## config.mk

```make
export PLATFORM = sky130hd
export DESIGN_NAME = idma_obi_write_issuer_flat
export DESIGN_NICKNAME = d
export VERILOG_FILES = /design/src/rtl/idma_obi_write_issuer_if.sv /design/src/rtl/idma_obi_write_issuer.sv /design/src/flat_wrapper.sv
export SDC_FILE = /design/constraint.sdc
export NUM_CORES = 1
export LEC_CHECK = 0
export ABC_AREA = 0
export CORE_MARGIN = 2
export CORE_UTILIZATION = 35
export DETAILED_ROUTE_END_ITERATION = 7
export PLACE_DENSITY = 0.72
export SLEW_MARGIN = 20
export SYNTH_ARGS = -nofsm -noshare
export SYNTH_HDL_FRONTEND = slang
export SYNTH_SLANG_ARGS = --single-unit
```

## constraint.sdc

```tcl
create_clock -name clk_i -period 2.87 [get_ports clk_i]
set_input_delay 0.574 -clock clk_i [delete_from_list [all_inputs] [get_ports clk_i]]
set_output_delay 0.574 -clock clk_i [all_outputs]
set_load 0.02 [all_outputs]
```

## src/rtl/idma_obi_write_issuer_if.sv

```systemverilog
// Signal bundle around the OBI write issuer: burst descriptors, write data,
// the OBI write port and the per-burst completion stream.
interface idma_obi_write_issuer_if #(
  parameter int unsigned DataWidth = 32,
  parameter int unsigned AddrWidth = 32
) ();
  localparam int unsigned StrbWidth = DataWidth / 8;

  logic [AddrWidth-1:0] req_addr_i;
  logic [7:0]           req_num_beats_i;
  logic                 req_last_i;
  logic                 req_valid_i;
  logic                 req_ready_o;
  logic [DataWidth-1:0] data_i;
  logic [StrbWidth-1:0] strb_i;
  logic                 data_valid_i;
  logic                 data_ready_o;
  logic                 obi_req_o;
  logic                 obi_gnt_i;
  logic [AddrWidth-1:0] obi_addr_o;
  logic                 obi_we_o;
  logic [StrbWidth-1:0] obi_be_o;
  logic [DataWidth-1:0] obi_wdata_o;
  logic                 obi_rvalid_i;
  logic                 obi_err_i;
  logic                 rsp_valid_o;
  logic                 rsp_ready_i;
  logic                 rsp_err_o;
  logic                 rsp_last_o;

  modport master (
    input  req_addr_i, req_num_beats_i, req_last_i, req_valid_i,
    input  data_i, strb_i, data_valid_i,
    input  obi_gnt_i, obi_rvalid_i, obi_err_i,
    input  rsp_ready_i,
    output req_ready_o, data_ready_o,
    output obi_req_o, obi_addr_o, obi_we_o, obi_be_o, obi_wdata_o,
    output rsp_valid_o, rsp_err_o, rsp_last_o
  );

  modport slave (
    output req_addr_i, req_num_beats_i, req_last_i, req_valid_i,
    output data_i, strb_i, data_valid_i,
    output obi_gnt_i, obi_rvalid_i, obi_err_i,
    output rsp_ready_i,
    input  req_ready_o, data_ready_o,
    input  obi_req_o, obi_addr_o, obi_we_o, obi_be_o, obi_wdata_o,
    input  rsp_valid_o, rsp_err_o, rsp_last_o
  );
endinterface

```

## src/rtl/idma_obi_write_issuer.sv

```systemverilog
// iDMA write back end for OBI destinations: issues one OBI write per beat of each
// legalized burst and reports one completion (err, last) per burst, in order.
module idma_obi_write_issuer #(
  parameter int unsigned DataWidth      = 32,
  parameter int unsigned AddrWidth      = 32,
  parameter int unsigned MaxOutstanding = 4,
  parameter int unsigned NumBursts      = 2
) (
  input  logic                    clk_i,
  input  logic                    rst_ni,
  idma_obi_write_issuer_if.master bus
);
  localparam int unsigned StrbWidth = DataWidth / 8;
  localparam int unsigned OutWidth  = $clog2(MaxOutstanding + 1);
  localparam int unsigned InfWidth  = $clog2(NumBursts + 1);
  localparam int unsigned PtrWidth  = (NumBursts > 1) ? $clog2(NumBursts) : 1;
  localparam logic [AddrWidth-1:0] AlignMask = ~AddrWidth'(StrbWidth - 1);

  typedef enum logic {ST_IDLE, ST_ISSUE} state_e;
  typedef struct packed { logic [7:0] num_beats; logic last; } trk_t;
  typedef struct packed { logic err; logic last; } cmp_t;

  state_e               r_state;
  logic [AddrWidth-1:0] r_addr;
  logic [7:0]           r_beats;
  logic [OutWidth-1:0]  r_outstanding;
  logic [InfWidth-1:0]  r_inflight;
  trk_t                 r_trk_mem [NumBursts];
  logic [PtrWidth-1:0]  r_trk_wptr;
  logic [PtrWidth-1:0]  r_trk_rptr;
  cmp_t                 r_cmp_mem [NumBursts];
  logic [PtrWidth-1:0]  r_cmp_wptr;
  logic [PtrWidth-1:0]  r_cmp_rptr;
  logic [InfWidth-1:0]  r_cmp_cnt;
  logic [7:0]           r_rcnt;
  logic                 r_err;

  logic w_accept;
  logic w_obi_req;
  logic w_grant;
  logic w_burst_done;
  logic w_rsp_hs;
  trk_t w_trk_head;
  cmp_t w_cmp_head;

  function automatic logic [PtrWidth-1:0] ptr_inc(input logic [PtrWidth-1:0] p);
    return (p == PtrWidth'(NumBursts - 1)) ? '0 : p + PtrWidth'(1);
  endfunction

  assign w_trk_head   = r_trk_mem[r_trk_rptr];
  assign w_cmp_head   = r_cmp_mem[r_cmp_rptr];
  assign w_accept     = bus.req_valid_i & bus.req_ready_o;
  assign w_obi_req    = (r_state == ST_ISSUE) && bus.data_valid_i &&
                        (r_outstanding < OutWidth'(MaxOutstanding));
  assign w_grant      = w_obi_req & bus.obi_gnt_i;
  assign w_burst_done = bus.obi_rvalid_i && (r_rcnt == w_trk_head.num_beats);
  assign w_rsp_hs     = bus.rsp_valid_o & bus.rsp_ready_i;

  // inflight spans both FIFOs, so neither can overflow on an unstallable response
  assign bus.req_ready_o  = (r_state == ST_IDLE) && (r_inflight < InfWidth'(NumBursts));
  assign bus.data_ready_o = w_grant;
  assign bus.obi_req_o    = w_obi_req;
  assign bus.obi_addr_o   = r_addr;
  assign bus.obi_we_o     = 1'b1;
  assign bus.obi_be_o     = bus.strb_i;
  assign bus.obi_wdata_o  = bus.data_i;
  assign bus.rsp_valid_o  = (r_cmp_cnt != '0);
  assign bus.rsp_err_o    = bus.rsp_valid_o & w_cmp_head.err;
  assign bus.rsp_last_o   = bus.rsp_valid_o & w_cmp_head.last;

  // Issue FSM: walk the beat addresses of the current burst
  always_ff @(posedge clk_i or negedge rst_ni) begin
    if (!rst_ni) begin
      r_state <= ST_IDLE;
      r_addr  <= '0;
      r_beats <= '0;
    end else begin
      case (r_state)
        ST_IDLE: begin
          if (w_accept) begin
            r_addr  <= bus.req_addr_i & AlignMask;
            r_beats <= bus.req_num_beats_i;
            r_state <= ST_ISSUE;
          end
        end
        ST_ISSUE: begin
          if (w_grant) begin
            r_addr <= r_addr + AddrWidth'(StrbWidth);
            if (r_beats == '0) r_state <= ST_IDLE;
            else               r_beats <= r_beats - 8'd1;
          end
        end
        default: r_state <= ST_IDLE;
      endcase
    end
  end

  // Tracking FIFO plus per-burst response counting
  always_ff @(posedge clk_i or negedge rst_ni) begin
    if (!rst_ni) begin
      for (int i = 0; i < int'(NumBursts); i++) r_trk_mem[i] <= '0;
      r_trk_wptr <= '0;
      r_trk_rptr <= '0;
      r_rcnt     <= '0;
      r_err      <= 1'b0;
    end else begin
      if (w_accept) begin
        r_trk_mem[r_trk_wptr] <= '{num_beats: bus.req_num_beats_i, last: bus.req_last_i};
        r_trk_wptr            <= ptr_inc(r_trk_wptr);
      end
      if (w_burst_done) begin
        r_trk_rptr <= ptr_inc(r_trk_rptr);
        r_rcnt     <= '0;
        r_err      <= 1'b0;
      end else if (bus.obi_rvalid_i) begin
        r_rcnt <= r_rcnt + 8'd1;
        r_err  <= r_err | bus.obi_err_i;
      end
    end
  end

  // Completion FIFO feeding the rsp stream
  always_ff @(posedge clk_i or negedge rst_ni) begin
    if (!rst_ni) begin
      for (int i = 0; i < int'(NumBursts); i++) r_cmp_mem[i] <= '0;
      r_cmp_wptr <= '0;
      r_cmp_rptr <= '0;
      r_cmp_cnt  <= '0;
    end else begin
      if (w_burst_done) begin
        r_cmp_mem[r_cmp_wptr] <= '{err: r_err | bus.obi_err_i, last: w_trk_head.last};
        r_cmp_wptr            <= ptr_inc(r_cmp_wptr);
      end
      if (w_rsp_hs) r_cmp_rptr <= ptr_inc(r_cmp_rptr);
      case ({w_burst_done, w_rsp_hs})
        2'b10:   r_cmp_cnt <= r_cmp_cnt + InfWidth'(1);
        2'b01:   r_cmp_cnt <= r_cmp_cnt - InfWidth'(1);
        default: r_cmp_cnt <= r_cmp_cnt;
      endcase
    end
  end

  // Outstanding beats and bursts in flight
  always_ff @(posedge clk_i or negedge rst_ni) begin
    if (!rst_ni) begin
      r_outstanding <= '0;
      r_inflight    <= '0;
    end else begin
      case ({w_grant, bus.obi_rvalid_i})
        2'b10:   r_outstanding <= r_outstanding + OutWidth'(1);
        2'b01:   r_outstanding <= r_outstanding - OutWidth'(1);
        default: r_outstanding <= r_outstanding;
      endcase
      case ({w_accept, w_rsp_hs})
        2'b10:   r_inflight <= r_inflight + InfWidth'(1);
        2'b01:   r_inflight <= r_inflight - InfWidth'(1);
        default: r_inflight <= r_inflight;
      endcase
    end
  end

  // A response must belong to a tracked burst and a granted beat
  a_rsp_tracked: assert property (@(posedge clk_i) disable iff (!rst_ni)
    bus.obi_rvalid_i |-> ((r_inflight != r_cmp_cnt) && (r_outstanding != '0)));

endmodule

```

## src/flat_wrapper.sv

```systemverilog
// flat-port wrapper written by rule: the top's interface ports become plain ports
module idma_obi_write_issuer_flat 
#(
  parameter int unsigned DataWidth      = 32,
  parameter int unsigned AddrWidth      = 32,
  parameter int unsigned MaxOutstanding = 4,
  parameter int unsigned NumBursts      = 2
)
  (clk_i, rst_ni, bus_req_addr_i, bus_req_num_beats_i, bus_req_last_i, bus_req_valid_i, bus_data_i, bus_strb_i, bus_data_valid_i, bus_obi_gnt_i, bus_obi_rvalid_i, bus_obi_err_i, bus_rsp_ready_i, bus_req_ready_o, bus_data_ready_o, bus_obi_req_o, bus_obi_addr_o, bus_obi_we_o, bus_obi_be_o, bus_obi_wdata_o, bus_rsp_valid_o, bus_rsp_err_o, bus_rsp_last_o);
  idma_obi_write_issuer_if #(.DataWidth(DataWidth), .AddrWidth(AddrWidth)) bus_i ();
  input  logic clk_i;
  input  logic rst_ni;
  input wire logic [$bits(bus_i.req_addr_i)-1:0] bus_req_addr_i;
  input wire logic [$bits(bus_i.req_num_beats_i)-1:0] bus_req_num_beats_i;
  input wire logic [$bits(bus_i.req_last_i)-1:0] bus_req_last_i;
  input wire logic [$bits(bus_i.req_valid_i)-1:0] bus_req_valid_i;
  input wire logic [$bits(bus_i.data_i)-1:0] bus_data_i;
  input wire logic [$bits(bus_i.strb_i)-1:0] bus_strb_i;
  input wire logic [$bits(bus_i.data_valid_i)-1:0] bus_data_valid_i;
  input wire logic [$bits(bus_i.obi_gnt_i)-1:0] bus_obi_gnt_i;
  input wire logic [$bits(bus_i.obi_rvalid_i)-1:0] bus_obi_rvalid_i;
  input wire logic [$bits(bus_i.obi_err_i)-1:0] bus_obi_err_i;
  input wire logic [$bits(bus_i.rsp_ready_i)-1:0] bus_rsp_ready_i;
  output wire logic [$bits(bus_i.req_ready_o)-1:0] bus_req_ready_o;
  output wire logic [$bits(bus_i.data_ready_o)-1:0] bus_data_ready_o;
  output wire logic [$bits(bus_i.obi_req_o)-1:0] bus_obi_req_o;
  output wire logic [$bits(bus_i.obi_addr_o)-1:0] bus_obi_addr_o;
  output wire logic [$bits(bus_i.obi_we_o)-1:0] bus_obi_we_o;
  output wire logic [$bits(bus_i.obi_be_o)-1:0] bus_obi_be_o;
  output wire logic [$bits(bus_i.obi_wdata_o)-1:0] bus_obi_wdata_o;
  output wire logic [$bits(bus_i.rsp_valid_o)-1:0] bus_rsp_valid_o;
  output wire logic [$bits(bus_i.rsp_err_o)-1:0] bus_rsp_err_o;
  output wire logic [$bits(bus_i.rsp_last_o)-1:0] bus_rsp_last_o;
  assign bus_i.req_addr_i = bus_req_addr_i;
  assign bus_i.req_num_beats_i = bus_req_num_beats_i;
  assign bus_i.req_last_i = bus_req_last_i;
  assign bus_i.req_valid_i = bus_req_valid_i;
  assign bus_i.data_i = bus_data_i;
  assign bus_i.strb_i = bus_strb_i;
  assign bus_i.data_valid_i = bus_data_valid_i;
  assign bus_i.obi_gnt_i = bus_obi_gnt_i;
  assign bus_i.obi_rvalid_i = bus_obi_rvalid_i;
  assign bus_i.obi_err_i = bus_obi_err_i;
  assign bus_i.rsp_ready_i = bus_rsp_ready_i;
  assign bus_req_ready_o = bus_i.req_ready_o;
  assign bus_data_ready_o = bus_i.data_ready_o;
  assign bus_obi_req_o = bus_i.obi_req_o;
  assign bus_obi_addr_o = bus_i.obi_addr_o;
  assign bus_obi_we_o = bus_i.obi_we_o;
  assign bus_obi_be_o = bus_i.obi_be_o;
  assign bus_obi_wdata_o = bus_i.obi_wdata_o;
  assign bus_rsp_valid_o = bus_i.rsp_valid_o;
  assign bus_rsp_err_o = bus_i.rsp_err_o;
  assign bus_rsp_last_o = bus_i.rsp_last_o;
  idma_obi_write_issuer #(.DataWidth(DataWidth), .AddrWidth(AddrWidth), .MaxOutstanding(MaxOutstanding), .NumBursts(NumBursts)) u_core (.clk_i(clk_i), .rst_ni(rst_ni), .bus(bus_i));
endmodule
```

# Yosys cells after proc, flatten, opt, wreduce, memory -nomap -nowiden
# Cells that the tools add are included.
[totals]
register_bits = 83
[op_classes]
magnitude_cmp = 8
bitwise = 11
n_reduce_logical = 14
muxes = 34
addsub = 13
n_eq_ne = 10
[ops]
columns = ["op", "count"]
rows = [
  ["$mux W32", 2],
  ["$pmux W32 S2", 1],
  ["$mux W8", 5],
  ["$mux W9", 4],
  ["$add A32 B3 Y32 const B", 1],
  ["$bwmux W18", 1],
  ["$pmux W8 S2", 1],
  ["$reduce_bool A2 Y1", 5],
  ["$demux W9 S1", 1],
  ["$mux W1", 9],
  ["$add A8 B1 Y8 const B", 1],
  ["$eq A8 B8 Y1", 1],
  ["$ge A2 B2 Y1 const B", 4],
  ["$logic_not A8 Y1", 1],
  ["$mux W2", 4],
  ["$not A1 Y2", 4],
  ["$pmux W2 S2", 2],
  ["$sub A8 B1 Y8 const B", 1],
  ["$eq A2 B1 Y1 const B", 3],
  ["$eq A2 B2 Y1 const B", 3],
  ["$logic_and A1 B1 Y1", 6],
  ["$pmux W3 S2", 1],
  ["$and A1 B1 Y1", 5],
  ["$add A1 B1 Y1 const B", 4],
  ["16 further kinds", 20],
]

# Depth between registers and ports, before layout
[logic_depth]
ltp_word = 8
ltp_mapped = 11
mapped_depth_nobuf = 9

# Worst setup path before layout
# Ideal clock, no wire load.
[synth_path]
path_kind = "input-to-reg"
from = "in bus_obi_rvalid_i"
to = "reg u_core.r_cmp_cnt[1]"
path_slack_ns = 0.544
path_stages = 9
arrival_time_ns = 2.247
path_cell_list = "clkbuf_1 -> a21boi_0 -> nand4_1 -> nor3_1 -> buf_2 -> inv_1 -> ha_1 -> nor2_1 -> xor2_1"
[synth_via]
elab_chain_cells = 3
elab_cells_between_ends = 5
cone_classes = "eq/ne: 2; mux: 1; reduce/logical: 2"
[synth_rtl]
columns = ["element", "line", "text"]
rows = [
  ["start: declaration", "flat_wrapper.sv:21", "input wire logic [$bits(bus_i.obi_rvalid_i)-1:0] bus_obi_rvalid_i;"],
  ["$logic_and A1 B1 Y1 (*)", "idma_obi_write_issuer.sv:56", "assign w_burst_done = bus.obi_rvalid_i && (r_rcnt == w_trk_head.num_beats);"],
  ["$eq A2 B1 Y1 or $eq A2 B2 Y1 (tied branches)", "idma_obi_write_issuer.sv:135", "case ({w_burst_done, w_rsp_hs})"],
  ["$pmux W2 S2 or $reduce_bool A2 Y1 (tied branches)", "n/a", ""],
  ["end signal: assignment", "idma_obi_write_issuer.sv:136", "2'b10: r_cmp_cnt <= r_cmp_cnt + InfWidth'(1);"],
  ["end signal: assignment", "idma_obi_write_issuer.sv:137", "2'b01: r_cmp_cnt <= r_cmp_cnt - InfWidth'(1);"],
  ["end signal: assignment", "idma_obi_write_issuer.sv:138", "default: r_cmp_cnt <= r_cmp_cnt;"],
  ["end: declaration", "idma_obi_write_issuer.sv:34", "logic [InfWidth-1:0] r_cmp_cnt;"],
]
# Mark *: on every way between the ends. The rest lies on a longest branch, timed or not.
# A chain may end at the register's enable or synchronous reset.

# Worst setup path after layout
[layout_path]
from = "in bus_data_valid_i"
to = "out bus_data_ready_o"
[layout_via]
elab_chain_cells = 3
[layout_rtl]
columns = ["element", "line", "text"]
rows = [
  ["start: declaration", "flat_wrapper.sv:19", "input wire logic [$bits(bus_i.data_valid_i)-1:0] bus_data_valid_i;"],
  ["$logic_and A1 B1 Y1 (2 in series)", "idma_obi_write_issuer.sv:53", "assign w_obi_req = (r_state == ST_ISSUE) && bus.data_valid_i &&"],
  ["$and A1 B1 Y1", "idma_obi_write_issuer.sv:55", "assign w_grant = w_obi_req & bus.obi_gnt_i;"],
  ["end: declaration", "flat_wrapper.sv:25", "output wire logic [$bits(bus_i.data_ready_o)-1:0] bus_data_ready_o;"],
]
# No other way between the ends.

==> reports/metrics.cfg <==
[outcome]
run_status = finished clean

[cts]
cts_resized = 0
holdBufCountCts = 0
clk_pin_slew_worst_paths_ps = 60
cts_tree = built
clock_latency_ps = 340
cts_buffers = 9
cts_buffer_depth = 2
h-tree-depth = 3
ctsRootBufferMaster = clkbuf_16
cts_sinks = 81
cts_setup_buffers = 0

[global_route]
first_global_vias = 3732
antenna_found_initial = 0
grt_max_degree = 56
overflow = 0
grt_pass1_wl_microns = 18800
grt_use_total_pct = 16.4

[routing]
num_vias = 3812
drt-total-wl_microns = 11400
remaining_drc_errors = 0
dr.pass1.iters = 4
drt_iter0_drc = 281
wl_per_cell_microns = 15.9
vias_per_cell = 5.32
drtAntennaViolNets = 0

[sta]
rsz0062_at_grt = no
final.min_clock_period_ps = 2500
hold_ws_ps = 289
fmax_mhz = 400
hold_viol_final = 0
drv_slew = 0
finalClockSkew_ps = 4.17
worst_slew_margin_rel_pct = 51.3
tightest_slew_ps = 730
tns_ps = 0
post-route-period-util_pct = 87.0
finalSetupViolations = 0

[layout]
n_antenna_cell = 0
syn2layout_area_growth_pct = 21.2
fill_cells = 1279
drive_gt1_share_pct = 10.9
final_nets = 628

[floorplan]
die_w_microns = 120
die_area_sq_um = 14500
std_cell_rows = 42
pin_count = 160
die_h_microns = 120
design.core.area_sq_um = 13200
start_util_pct = 35.8

[setup_path]
slowest_delay_ps = 600
cp-end-kind = primary output
path_cells = clkdlybuf4s50_1 > nand4b_1 > inv_1 > clkdlybuf4s50_1
critPathMaxFanout = 2
crit_type = input port to primary output
cp_top_family = buffers and inverters
worst_ep_required_time_ps = 2300
rrSetupSlack_ps = 500
r2r-end = u_core.r_cmp_cnt[1]$_DFFE_PN0P_
crit_path_start_kind = input port
critical_path_buf_inv_count = 3
ff2ff_path_depth = 8
cp_common_cell = clkdlybuf4s50_1
r2r-start = u_core.r_trk_rptr$_DFFE_PN0N_
slowest_stage = clkdlybuf4s50_1
cp.arrival_ps = 1920

[synth]
synth_area_leader_cell = dfrtp_1
synth-seq-cells = 81
synth-main-ff-cell = dfrtp_1
synthTopCellsByCount = dfrtp_1, buf_4, a21oi_1, nor2_1, nand2_1
synth.most_common_cell = dfrtp_1
synth_cell_types = 48
yosysWarnings = 0
synthCells = 489
postSynth.asyncResetShare_pct = 100
yosysSeqAreaShare_pct = 42.8
syn_area_sq_um = 4740
synth-edff-count = 0
synth.top_cell.area_share_pct = 42.8
syn_area_per_cell_sq_um = 9.69
synth_area_leaders = dfrtp_1, mux2i_1, buf_4, mux2_2, o22ai_1

[flow_run]
drv_cap = 0

[power]
p_leak_uw = 0.00240
vdd_ir_drop_max_uv = 433
p_per_area_nw_per_um2 = 920

[min_path]
hold_class = input port to asynchronous set/reset pin

[placed_design]
io_buffers = 82
dp_hpwl_microns = 8290
gp_congestion = 0.829

flip-flops by register name, summed over array words and instances (netlist names):
register and flops:
u_core.r_cmp_mem 4, u_core.r_trk_rptr 1, u_core.r_err 1, u_core.r_trk_mem 18, u_core.r_cmp_wptr 1, u_core.r_trk_wptr 1, u_core.bus.obi_addr_o 30, u_core.r_cmp_rptr 1
u_core.r_rcnt 8, u_core.r_cmp_cnt 2, u_core.r_beats 8, u_core.r_outstanding 3, u_core.r_inflight 2, u_core.r_state 1
how the worst max path moves through the flow:
stage,depth (start not counted),slack (ps),startpoint,to
2_1_floorplan,9,540,bus_obi_rvalid_i,u_core.r_cmp_cnt[1]$_DFFE_PN0P_
3_3_place_gp,8,300,bus_data_valid_i,u_core.r_outstanding[2]$_DFFE_PN0P_
3_5_place_dp,8,320,bus_data_valid_i,u_core.r_outstanding[2]$_DFFE_PN0P_
4_1_cts,4,390,bus_data_valid_i,bus_data_ready_o
5_1_grt,8,220,u_core.r_trk_rptr$_DFFE_PN0N_,u_core.r_cmp_cnt[1]$_DFFE_PN0P_
6_report,4,370,bus_data_valid_i,bus_data_ready_o
final cells by class:
type                            instances  area, sq um  area share [%]
Multi-Input combinational cell        339         2260            39.4
Clock inverter                          6         35.0           0.610
Tap cell                              176          220            3.83
Sequential cell                        81         2030            35.3
Timing Repair Buffer                   94          933            16.2
Inverter                               10         37.5           0.653
Clock buffer                           10          229            3.98
metal layers:
metal | GRT usage, % | vias to the layer above | routed length (microns)
li1 | - | 1820 | -
met3 | 4.15 | 34 | 689
met4 | 7.49 | 0 | 277
met2 | 26.1 | 135 | 5470
met1 | 20.9 | 1823 | 4950
met5 | 0 | - | 0
through the flow:
stage / instances / power [uW] / setup slack (ps) / utilization (%) / instance area [sq um]
after global routing: 716 / 5660 / 224 / 43.4 / 5750
after CTS: 716 / 5310 / 385 / 43.4 / 5750
after detailed placement: 700 / 4260 / 316 / 41.4 / 5480
final: 716 / 5280 / 372 / 43.4 / 5750
after global placement: 700 / 4160 / 304 / 41.4 / 5480
after floorplan: 490 / 3580 / 544 / - / 4740
cell families (layout without fill, tap and decap cells):
group | count (synthesis) | in the layout | share of synthesized area [%]
xor+xnor | 26 | 26 | 4.80
flops | 81 | 81 | 42.8
simple gates | 153 | 153 | 16.6
other cells | 2 | 3 | 0.158
compound gates | 95 | 95 | 11.8
fa+ha+maj | 8 | 8 | 2.27
buf+inv | 70 | 120 | 9.55
mux | 54 | 54 | 12.0
layout by cell type (no fill, tap or decap), types with 2 or more instances in the layout:
| master | n |
|---|---|
| clkdlybuf4s50_1 | 81 |
| dfrtp_1 | 81 |
| nor2_1 | 34 |
| a21oi_1 | 34 |
| nand2_1 | 33 |
| mux2i_1 | 30 |
| o22ai_1 | 29 |
| nand3_1 | 25 |
| mux2_2 | 24 |
| o21ai_0 | 20 |
| xor2_1 | 15 |
| nand4_1 | 14 |
| xnor2_1 | 11 |
| buf_4 | 11 |
| and3_1 | 10 |
| inv_1 | 9 |
| clkbuf_16 | 9 |
| ha_1 | 7 |
| and4_1 | 6 |
| nor3_1 | 5 |
| or4_1 | 4 |
| nor4_1 | 4 |
| clkinv_2 | 4 |
| nand2b_1 | 3 |
| or3_1 | 3 |
| conb_1 | 3 |
| nand4b_1 | 2 |
| nor3b_1 | 2 |
| and2_1 | 2 |
| a21o_1 | 2 |
| a211o_1 | 2 |
| clkinvlp_4 | 2 |
| buf_12 | 2 |
where the power goes:
| group | switching, uW | internal [uW] |
|---|---|---|
| clock | 465 | 579 |
| sequential | 475 | 1570 |
| combinational | 1130 | 1070 |
Note: power is estimated with default switching activity, not from simulation.
